`config.mk`:
```
export PLATFORM = sky130hd
export DESIGN_NAME = rr_arbiter
export DESIGN_NICKNAME = d
export VERILOG_FILES = /design/src/rtl/rr_arbiter.sv
export SDC_FILE = /design/constraint.sdc
export NUM_CORES = 1
export LEC_CHECK = 0
export CORE_MARGIN = 2
export CORE_UTILIZATION = 45
export DETAILED_ROUTE_END_ITERATION = 10
export DONT_BUFFER_PORTS = 1
export PLACE_DENSITY = 0.7
export SLEW_MARGIN = 20
export SYNTH_ARGS = -nofsm -noshare
export SYNTH_HDL_FRONTEND = slang
export SYNTH_SLANG_ARGS = --single-unit
```
`constraint.sdc`:
```
create_clock -name clk_i -period 2.2 [get_ports clk_i]
set_input_delay 0.22 -clock clk_i [delete_from_list [all_inputs] [get_ports clk_i]]
set_output_delay 0.22 -clock clk_i [all_outputs]
set_load 0.01 [all_outputs]
```
`src/rtl/rr_arbiter.sv`:
```
// Round-robin arbiter: rotating-priority one-hot grant over NumReq valid/ready sources into a
// one-entry output register. Define RR_ARBITER_BURST_LOCK_EN to hold the grant across multi-beat bursts.
//
// state   | meaning
// ST_ARB  | free arbitration, priority starts at ptr_q
// ST_LOCK | grant pinned to lock_id_q until its last beat is accepted
module rr_arbiter #(
   parameter int NumReq    = 4,
   parameter int DataWidth = 8,
   parameter int IdWidth   = $clog2(NumReq)
) (
   input  logic                             clk_i,
   input  logic                             rst_i,
   input  logic [NumReq-1:0]                valid_i,
   input  logic [NumReq-1:0][DataWidth-1:0] data_i,
   input  logic [NumReq-1:0]                last_i,
   output logic [NumReq-1:0]                ready_o,
   output logic                             valid_o,
   output logic [DataWidth-1:0]             data_o,
   output logic                             last_o,
   output logic [IdWidth-1:0]               id_o,
   input  logic                             ready_i
);

   logic [IdWidth-1:0]   ptr_q, ptr_d;
   logic [NumReq-1:0]    prio_mask, mreq;
   logic [IdWidth-1:0]   arb_idx, gnt_idx;
   logic                 gnt_any, can_accept, hs, upd_ptr;
   logic                 valid_q, valid_d, last_q, last_d;
   logic [DataWidth-1:0] data_q, data_d;
   logic [IdWidth-1:0]   id_q, id_d;

   assign can_accept = ~valid_q | ready_i;

   // Lowest set bit of the masked request wins; fall back to the unmasked scan on wrap.
   always_comb begin
      prio_mask = '0;
      for (int i = 0; i < NumReq; i++) begin
         prio_mask[i] = (i >= int'(ptr_q));
      end
      mreq    = valid_i & prio_mask;
      arb_idx = '0;
      for (int i = NumReq - 1; i >= 0; i--) begin
         if (valid_i[i]) arb_idx = IdWidth'(i);
      end
      for (int i = NumReq - 1; i >= 0; i--) begin
         if (mreq[i]) arb_idx = IdWidth'(i);
      end
   end

`ifdef RR_ARBITER_BURST_LOCK_EN
   typedef enum logic {ST_ARB, ST_LOCK} state_e;

   state_e             state_q, state_d;
   logic [IdWidth-1:0] lock_id_q, lock_id_d;

   always_ff @(posedge clk_i or posedge rst_i) begin
      if (rst_i) begin
         state_q   <= ST_ARB;
         lock_id_q <= '0;
      end else begin
         state_q   <= state_d;
         lock_id_q <= lock_id_d;
      end
   end

   always_comb begin
      state_d   = state_q;
      lock_id_d = lock_id_q;
      gnt_idx   = arb_idx;
      gnt_any   = |valid_i;
      upd_ptr   = 1'b0;
      if (state_q == ST_LOCK) begin
         gnt_idx = lock_id_q;
         gnt_any = valid_i[lock_id_q];
      end
      hs = gnt_any & can_accept;
      if (hs) begin
         if (last_i[gnt_idx]) begin
            state_d = ST_ARB;
            upd_ptr = 1'b1;
         end else begin
            state_d   = ST_LOCK;
            lock_id_d = gnt_idx;
         end
      end
   end
`else
   always_comb begin
      gnt_idx = arb_idx;
      gnt_any = |valid_i;
      hs      = gnt_any & can_accept;
      upd_ptr = hs;
   end
`endif

   always_comb begin
      ready_o = '0;
      if (hs) ready_o[gnt_idx] = 1'b1;
   end

   always_comb begin
      ptr_d = ptr_q;
      if (upd_ptr) begin
         ptr_d = (gnt_idx == IdWidth'(NumReq - 1)) ? '0 : gnt_idx + 1'b1;
      end
   end

   // Drain and load can happen in the same cycle, giving one beat per clock.
   always_comb begin
      valid_d = hs | (valid_q & ~ready_i);
      data_d  = data_q;
      last_d  = last_q;
      id_d    = id_q;
      if (hs) begin
         data_d = data_i[gnt_idx];
         last_d = last_i[gnt_idx];
         id_d   = gnt_idx;
      end
   end

   always_ff @(posedge clk_i or posedge rst_i) begin
      if (rst_i) begin
         ptr_q   <= '0;
         valid_q <= 1'b0;
         data_q  <= '0;
         last_q  <= 1'b0;
         id_q    <= '0;
      end else begin
         ptr_q   <= ptr_d;
         valid_q <= valid_d;
         data_q  <= data_d;
         last_q  <= last_d;
         id_q    <= id_d;
      end
   end

   assign valid_o = valid_q;
   assign data_o  = data_q;
   assign last_o  = last_q;
   assign id_o    = id_q;

endmodule

```
==> impl_metrics.xml <==
<?xml version="1.0" encoding="UTF-8"?>
<metrics>
  <group name="yosys">
    <metric name="post_synth_top_area_share" unit="%">33.7</metric>
    <metric name="syn-num-nets" unit="">154</metric>
    <metric name="post-synth-top-area-cell" unit="">dfrtp_1</metric>
    <metric name="synthDistinctLibCells" unit="">31</metric>
    <metric name="yosysSeqAreaShare" unit="%">33.7</metric>
    <metric name="synth_seq_cells" unit="">14</metric>
    <metric name="syn_area_per_cell" unit="um^2">9.71</metric>
    <metric name="synthesized_instance_count" unit="">107</metric>
    <metric name="synthesis.area" unit="um^2">1040</metric>
    <metric name="synthTopCellsByArea" unit="">dfrtp_1, mux2_4, nand3_1</metric>
    <metric name="yosysWarnings" unit="">0</metric>
  </group>
  <group name="detailed_routing">
    <metric name="route.final.wire_length" unit="mm">2.65</metric>
    <metric name="drt_first_iter_violations" unit="">7</metric>
    <metric name="route.antenna.remaining_nets" unit="">0</metric>
    <metric name="via_density" unit="">6.34</metric>
    <metric name="drc" unit="">0</metric>
    <metric name="first_drt_pass_iteration_count" unit="">4</metric>
    <metric name="route.vias.total" unit="">894</metric>
    <metric name="routedWlPerCell" unit="um">18.8</metric>
  </group>
  <group name="timing">
    <metric name="clock-skew-final" unit="ns">0.00414</metric>
    <metric name="finalWorstSetupSlack" unit="ns">0.0944</metric>
    <metric name="measured_slew_at_the_worst_slew_check_pin" unit="ns">1.01</metric>
    <metric name="whs" unit="ns">0.0837</metric>
    <metric name="final.period_utilization" unit="%">95.7</metric>
    <metric name="hold_viol_final" unit="">0</metric>
    <metric name="setup_viol_count_final" unit="">0</metric>
    <metric name="fmax" unit="MHz">475</metric>
    <metric name="period_needed" unit="ns">2.11</metric>
    <metric name="timing_max_transition_violations_final" unit="">0</metric>
    <metric name="timing.slew.headroom" unit="%">32.5</metric>
    <metric name="grt_setup_unrepaired" unit="">true</metric>
  </group>
  <group name="clocking">
    <metric name="path_clk_slew" unit="ns">0.09</metric>
    <metric name="cts_made_buffers" unit="">3</metric>
    <metric name="cts-root-to-sink-buffers" unit="">2</metric>
    <metric name="clock_net_sink_count" unit="">14</metric>
    <metric name="clk-insertion-delay-late" unit="ns">0.29</metric>
    <metric name="tritoncts" unit="">done</metric>
    <metric name="clock_tree.root_cell" unit="">clkbuf_4</metric>
    <metric name="maximum_level_of_the_cts_h_tree" unit="">1</metric>
  </group>
  <group name="floorplanning">
    <metric name="io_pins" unit="">59</metric>
    <metric name="die-area" unit="um^2">2710</metric>
    <metric name="core_area" unit="um^2">2190</metric>
    <metric name="rows" unit="">17</metric>
    <metric name="floorplan.die.height" unit="um">52.0</metric>
    <metric name="floorplan.die.width" unit="um">52.0</metric>
    <metric name="initial_utilization" unit="%">47.4</metric>
  </group>
  <group name="setup_path">
    <metric name="end_kind" unit="">register</metric>
    <metric name="worstPathRequired" unit="ns">2.38</metric>
    <metric name="critical_path.startpoint_type" unit="">register</metric>
    <metric name="cp_max_fo" unit="">8</metric>
    <metric name="worst-endpoint-arrival" unit="ns">2.28</metric>
    <metric name="worstSetupPathType" unit="">register to register</metric>
  </group>
  <group name="grt">
    <metric name="global_route_total_usage_across_every_layer" unit="%">20.5</metric>
    <metric name="grt_remaining_overflow" unit="">0</metric>
    <metric name="grt_first_pass_wirelength" unit="mm">4.01</metric>
    <metric name="number_of_global_route_vias_before_repair" unit="">927</metric>
    <metric name="grt_antenna_before_repair" unit="">0</metric>
    <metric name="largest_net_degree_at_the_start_of_global_routing" unit="">16</metric>
  </group>
  <group name="placed_design">
    <metric name="place_worst_setup_slack" unit="ns">-0.00147</metric>
    <metric name="gp_congestion" unit="">0.818</metric>
    <metric name="post-dp-hpwl" unit="mm">1.90</metric>
    <metric name="io_buffer_count" unit="">0</metric>
    <metric name="postPlaceCellArea" unit="um^2">1040</metric>
  </group>
  <group name="layout">
    <metric name="num_antenna_cells" unit="">0</metric>
    <metric name="syn_to_final_growth" unit="%">10.5</metric>
    <metric name="layout.core_utilization" unit="%">52.4</metric>
    <metric name="drive_above_1_share" unit="%">24.8</metric>
    <metric name="final_nets" unit="">161</metric>
    <metric name="postLayoutCellArea" unit="um^2">1150</metric>
  </group>
  <group name="power_and_ir_drop">
    <metric name="p_leak" unit="uW">0.000511</metric>
    <metric name="vdd_ir_drop_max" unit="mV">0.736</metric>
    <metric name="power_per_cell_area" unit="nW/um^2">1180</metric>
    <metric name="report.power.total" unit="uW">1350</metric>
  </group>
  <group name="flow_run">
    <metric name="max_cap_viol_count" unit="">0</metric>
  </group>
  <group name="worst_hold_path">
    <metric name="hold_class" unit="">primary input to register</metric>
  </group>
  <group name="run_status">
    <metric name="outcome" unit="">complete, no violations</metric>
  </group>
</metrics>
==> power by group <==
part,switching (uW),total (uW),internal [uW]
Sequential,143,507,364
Combinational,330,652,322
Clock,90.6,192,101
==> cells in the final DEF, fill, tap and decap left out, drive strengths merged, types with 2 or more instances in the layout <==
cell type / instances
nor2b: 2
mux2: 8
dfrtp: 14
a21o: 2
mux2i: 2
clkbuf: 4
nand2b: 2
buf: 5
nand3: 16
ha: 4
inv: 6
and2: 4
a21oi: 2
nand2: 13
o21ai: 10
o221a: 8
nor4: 2
==> path summary, 6_finish.rpt <==
check / slack, ns / startpoint / end / cells after the start
worst max-delay path: 0.09 / ptr_q[1] / data_o[0] / 5
worst min-delay path: 0.08 / valid_i[3] / valid_o / 2
worst max register to register: 0.09 / ptr_q[1] / data_o[0] / 5
worst min register to register: 0.54 / ptr_q[0] / ptr_q[0] / 2
max in group asynchronous: 1.43 / rst_i / last_o / 2
min in group asynchronous: 0.41 / rst_i / id_o[1] / 2
==> cell type report <==
class,instances,area (um^2)
fillers,208,1040
multi-input cells,83,648
flip-flops and latches,14,350
repair buffers,6,47.5
clock buffers,4,36.3
well taps,28,35.0
inverters,6,30.0
==> synth_stat cells (all sizes together) <==
cell type	number
and2	4
nand3	16
o221a	8
dfrtp	14
mux2i	2
or4	1
nand4b	1
nand2b	2
nor2b	2
nand2	13
ha	4
a21oi	2
o21ai	10
inv	6
o21ba	1
buf	3
o31ai	1
a211oi	1
mux2	8
o221ai	1
a21o	2
clkbuf	1
and4b	1
nor4	2
nor2	1
==> logic make-up (layout without fill, tap and decap cells) <==
kind of cell | count (synthesis) | after routing | share of synthesized area [%]
multiplexers | 10 | 10 | 12.8
adder cells (fa/ha/maj) | 4 | 4 | 4.82
AO/OA/AOI/OAI | 26 | 26 | 19.2
AND/OR/NAND/NOR | 43 | 43 | 23.4
buffers and inverters | 10 | 16 | 6.14
flip-flops | 14 | 14 | 33.7
==> repair_timing <==
| action | CTS | global route |
|---|---|---|
| pin swaps | 1 | 2 |
| setup buffers | 0 | 4 |
| endpoints found under the hold margin | 14 | 0 |
| hold buffers | 1 | 0 |
| setup endpoints to repair | 6 | 3 |
| resized for setup | 1 | 5 |
==> state kept, by name (all words and copies together), names as in the netlist <==
| register | count |
|---|---|
| data_o | 8 |
| id_o | 2 |
| last_o | 1 |
| ptr_q | 2 |
| valid_o | 1 |
==> stage by stage <==
| step | instances | TNS, ns |
|---|---|---|
| finish | 141 | 0 |
| global route | 141 | -0.0643 |
| CTS | 137 | 0 |
| detailed placement | 132 | -0.00147 |
| global placement | 132 | 0 |
| floorplan | 107 | 0 |
==> layer usage <==
metal | up-vias | GRT usage (%) | share of wire, %
li1 | 411 | - | -
met2 | 43 | 37.8 | 48
met5 | - | 0 | 0
met4 | 0 | 2.63 | 0.45
met1 | 438 | 23.0 | 43
met3 | 2 | 7.18 | 8.5
==> critical path, stage by stage (launching register included) <==
cell and delay (ns):
dfrtp_1 0.49, a21oi_1 0.17, o21ai_0 0.11, a211oi_1 0.86, nand3_1 0.19, o221a_1 0.18
(Power assumes the default switching activity.)
